[src/rtl/priority_encoder_pipe.sv]
// Registered N-to-log2(N) priority encoder with valid/ready on both sides and a one-deep output register.
// Define PRIORITY_ENCODER_PIPE_RR_EN to replace fixed priority with a rotating round-robin pointer.
module priority_encoder_pipe #(
  parameter int N         = 8,
  parameter bit LSB_FIRST = 1'b1
) (
  input  logic                 clk,
  input  logic                 rst_n,
  input  logic [N-1:0]         in_vec,
  input  logic                 in_valid,
  output logic                 in_ready,
  output logic [$clog2(N)-1:0] out_idx,
  output logic [N-1:0]         out_onehot,
  output logic                 out_none,
  output logic                 out_multi,
  output logic [$clog2(N):0]   out_cnt,
  output logic                 out_valid,
  input  logic                 out_ready
);

  localparam int W = $clog2(N);

  logic         acc;
  logic [W-1:0] win_idx;
  logic         win_none;
  logic [N-1:0] win_onehot;
  logic [W:0]   pop;

  // The slot is free when empty or being drained this same edge, so there is no bubble.
  assign in_ready = rst_n & (~out_valid | out_ready);
  assign acc      = in_valid & in_ready;
  assign win_none = ~|in_vec;

`ifdef PRIORITY_ENCODER_PIPE_RR_EN
  logic [W-1:0] ptr;
  logic [W-1:0] rr_pos;
  logic         found;

  // N is a power of two, so the W-bit add wraps N-1 -> 0 for free.
  always_comb begin
    win_idx = '0;
    rr_pos  = '0;
    found   = 1'b0;
    for (int k = 0; k < N; k++) begin
      rr_pos = ptr + W'(k);
      if (!found && in_vec[rr_pos]) begin
        win_idx = rr_pos;
        found   = 1'b1;
      end
    end
  end

  always_ff @(posedge clk) begin
    if (!rst_n)
      ptr <= '0;
    else if (acc && !win_none)
      ptr <= win_idx + W'(1);
  end
`else
  // NOTE: every variable written in always_comb gets a default first; otherwise a missed path infers a latch.
  always_comb begin
    win_idx = '0;
    if (LSB_FIRST) begin
      for (int i = N - 1; i >= 0; i--)
        if (in_vec[i]) win_idx = W'(i);
    end else begin
      for (int i = 0; i < N; i++)
        if (in_vec[i]) win_idx = W'(i);
    end
  end
`endif

  always_comb begin
    pop = '0;
    for (int i = 0; i < N; i++)
      pop = pop + (W+1)'(in_vec[i]);
  end

  assign win_onehot = win_none ? '0 : (N'(1) << win_idx);

  // NOTE: sequential state uses non-blocking assignments so every register samples pre-edge values.
  always_ff @(posedge clk) begin
    if (!rst_n) begin
      out_valid  <= 1'b0;
      out_idx    <= '0;
      out_onehot <= '0;
      out_none   <= 1'b0;
      out_multi  <= 1'b0;
      out_cnt    <= '0;
    end else if (acc) begin
      out_valid  <= 1'b1;
      out_idx    <= win_idx;
      out_onehot <= win_onehot;
      out_none   <= win_none;
      out_multi  <= (pop > (W+1)'(1));
      out_cnt    <= pop;
    end else if (out_ready) begin
      out_valid  <= 1'b0;
    end
  end

endmodule
[config.mk]
export PLATFORM = sky130hd
export DESIGN_NAME = priority_encoder_pipe
export DESIGN_NICKNAME = d
export VERILOG_FILES = /design/src/rtl/priority_encoder_pipe.sv
export SDC_FILE = /design/constraint.sdc
export NUM_CORES = 1
export LEC_CHECK = 0
export BUFFER_PORTS_ARGS = -buffer_cell sky130_fd_sc_hd__buf_4
export CAP_MARGIN = 25
export CORE_MARGIN = 1.5
export CORE_UTILIZATION = 44
export CTS_BUF_LIST = sky130_fd_sc_hd__clkbuf_4 sky130_fd_sc_hd__clkbuf_8 sky130_fd_sc_hd__clkbuf_16
export DETAILED_ROUTE_END_ITERATION = 10
export MAX_ROUTING_LAYER = met4
export PLACE_DENSITY = 0.71
export SYNTH_ARGS = -nofsm -noshare
export SYNTH_HDL_FRONTEND = slang
export SYNTH_SLANG_ARGS = --single-unit
[constraint.sdc]
create_clock -name clk -period 2.8 [get_ports clk]
set_input_delay 0.42 -clock clk [delete_from_list [all_inputs] [get_ports clk]]
set_output_delay 0.42 -clock clk [all_outputs]
set_load 0.02 [all_outputs]
==> flow_metrics.py <==
metrics = {
    "hold_path": {
        "min_path_cells": 3,
        "hold_class": "in -> reg",
        "worstHoldStart": "in_valid",
        "min_to": "out_valid$_SDFFE_PN0P_",
    },
    "synth": {
        "synth_area_um2": 962,
        "syn_nets": 123,
        "ys_seq_area_frac": 0.375,
        "synth_top_area_frac": 0.375,
        "netlist_instances": 103,
        "synth_cell_type_count": 33,
        "ys_ff_latch": 18,
        "yosysWarnings": 0,
        "avgSynthCellArea_um2": 9.34,
        "synth_area_leaders": "dfxtp_1 (37%), fa_1 (8.3%), inv_1 (5.9%)",
        "yosys.area.top_type": "dfxtp_1",
    },
    "final_layout": {
        "fin_nets": 157,
        "layout_common_cells": "buf_4 (32), dfxtp_1 (18), inv_1 (13), nand2_1 (9)",
        "stdcell_count": 162,
        "regArea_um2": 360,
        "fin_area_mm2": 0.00127,
        "drive_gt1_frac": 0.363,
        "n_antenna_cell": 0,
        "syn_to_final_growth_pct": 32.0,
        "multi_input_area_um2": 546,
        "layout_commonest_cell": "buf_4",
        "fill_cells": 191,
    },
    "routing": {
        "drt-pass1-iter-count": 4,
        "viasPerCell": 5.10,
        "drtAntennaViolNets": 0,
        "vias": 827,
        "drt_iter0_drc": 4,
        "route.detailed.drc": 0,
        "postRouteWirelength_um": 2020,
        "routedWlPerCell_um": 12.5,
    },
    "floorplanning": {
        "io_pins": 31,
        "die_area_mm2": 0.00248,
        "die_w_um": 49.8,
        "rows": 16,
        "initial_utilization": 0.481,
        "core_mm2": 0.00200,
        "die_h_um": 49.8,
    },
    "flow_run": {
        "maxCapViolations": 0,
    },
    "sta": {
        "finalCritPeriodShare": 1.03,
        "grt_setup_unrepaired": "true",
        "maxSlewHeadroom": 0.689,
        "hold_viol": 0,
        "drv_slew": 0,
        "setup_viol": 2,
        "tightest_slew_ps": 454,
        "fin_skew_ps": 3.44,
        "min_period_ps": 2880,
        "setup_ws_ps": -75.7,
        "fmax_mhz": 348,
    },
    "placement": {
        "post-place-ws_ps": -413,
        "dpl.hpwl_um": 1600,
        "gp_congestion": 0.841,
        "port_buffers": 30,
        "place_inst": 159,
        "placed_cell_area_mm2": 0.00123,
    },
    "setup_path": {
        "worst_ep_arrival_time_ps": 3060,
        "r2r_slack_ps": 1320,
        "cp_top_family": "adder cells",
        "critPathMaxFanout": 2,
        "end_kind": "flip-flop",
        "worstPathCellList": "buf_6 -> fa_1 -> inv_2 -> fa_1 -> fa_1 -> inv_1 -> ha_2 -> inv_2 -> fa_2 -> nand2_1 -> nor3_2 -> nor2_1",
        "cp-start-kind": "primary input",
        "worstPathRequired_ps": 2990,
        "path_class": "in -> reg",
        "slowest_stage": "fa_1",
        "reg2reg_depth": 4,
        "path_buf_inv": 4,
        "r2r-end": "out_onehot[5]$_SDFFE_PN0P_",
        "cp.depth": 12,
        "r2r_start": "out_valid$_SDFFE_PN0P_",
        "crit_path_frequent_cell": "fa_1",
        "cpPeakStageDelay_ps": 550,
    },
    "clock_network": {
        "ctsHoldBuffers": 0,
        "clk-insertion-delay-late_ps": 290,
        "cts_made_buffers": 3,
        "htreeDepth": 1,
        "clock_path_buffers": 2,
        "cts_setup_buffers": 0,
        "cts_root_buf": "clkbuf_4",
        "clkTransAtPathRegs_ps": 100,
        "cts_tree": "built",
        "clkSinkCount": 18,
    },
    "pwr": {
        "peakVddDrop_mv": 0.351,
        "leakage_uw": 0.000595,
        "pwr_density_cell_mw_per_mm2": 471,
        "p_total_uw": 598,
    },
    "global_routing": {
        "grt_max_degree": 19,
        "antenna_found_initial": 0,
        "grt_pass1_vias": 771,
        "grt_first_pass_wirelength_um": 3490,
        "grt_overflow_total": 0,
        "grt_usage": 0.188,
    },
    "outcome": {
        "violations": "negative setup slack",
        "status": "finished, violations left",
    },
}
-- cells in the mapped netlist --
library cell,instances
and3_1,1
a21boi_1,2
a2111oi_0,1
o211a_1,1
nand2b_1,1
buf_2,2
o21ai_0,2
o21ai_2,1
ha_1,4
xor2_1,1
a21boi_0,1
and2_1,2
clkbuf_1,2
o21ai_1,3
a32o_1,3
dfxtp_1,18
nand2b_4,1
nor2_1,6
a22o_1,4
nor2b_1,1
nor3_1,4
o31ai_1,1
a21oi_1,1
nand3_1,6
fa_1,4
inv_1,15
nor4_2,1
a221o_2,1
a221oi_4,1
a31o_1,1
nand3_2,1
nand2_1,9
o32ai_2,1
-- worst register-to-register path, stage by stage, from the launching register on --
cell and delay [ps]:
dfxtp_1 330, nand2b_1 130, nand3_2 310, and2_1 370
a22o_1 250
-- final cells by class --
| class | count | area share |
|---|---|---|
| repair buffers | 33 | 0.198 |
| inverters | 15 | 0.0443 |
| flip-flops and latches | 18 | 0.284 |
| well taps | 27 | 0.0266 |
| multi-input cells | 66 | 0.430 |
| clock buffers | 3 | 0.0177 |
-- kinds of logic (layout without fill, tap and decap cells) --
| kind of cell | after synthesis | count (layout) | share of synthesized area |
|---|---|---|---|
| buffers and inverters | 19 | 51 | 0.0767 |
| DFF | 18 | 18 | 0.375 |
| AOI/OAI and AO/OA | 24 | 24 | 0.224 |
| xor gates and xnor gates | 1 | 1 | 0.00910 |
| and+or+nand+nor | 33 | 33 | 0.181 |
| adders and majority gates | 8 | 8 | 0.135 |
-- worst max path at each step --
stage,start,endpoint
finish,in_vec[0],out_multi$_SDFFE_PN0P_
global route,in_vec[0],out_multi$_SDFFE_PN0P_
CTS,in_vec[0],out_multi$_SDFFE_PN0P_
detailed placement,in_vec[0],out_multi$_SDFFE_PN0P_
global placement,in_vec[0],out_multi$_SDFFE_PN0P_
floorplan,in_vec[0],out_multi$_SDFFE_PN0P_
-- through the flow --
step / utilization / TNS [ps] / hold WS (ps)
floorplan: - / -276 / 533
global placement: 0.614 / -894 / 447
detailed placement: 0.614 / -1010 / 454
CTS: 0.628 / -115 / 391
global route: 0.634 / -320 / 397
finish: 0.634 / -123 / 392
-- report_power, final --
part,internal [uW],switching [uW],leakage (uW)
Sequential,270,7.92,0.000147
Clock,50.0,76.1,0.0000138
Combinational,86.4,108,0.000434
-- routing by layer --
metal	GRT usage	vias to the layer above	wire (um)
li1	-	419	-
met1	0.235	386	920
met2	0.316	20	1010
met3	0.0364	2	87
met4	0.0417	0	8
met5	-	-	0
-- sequential cells by signal, indices dropped and copies added (netlist names) --
signal / count
out_valid: 1
out_onehot: 8
out_cnt: 4
out_idx: 3
out_multi: 1
out_none: 1
-- timing repair --
action,in CTS,in global routing
cloned,0,0
gates resized for setup,3,4
endpoints found under the setup margin,2,3
Note: power is estimated with default switching activity, not from simulation.
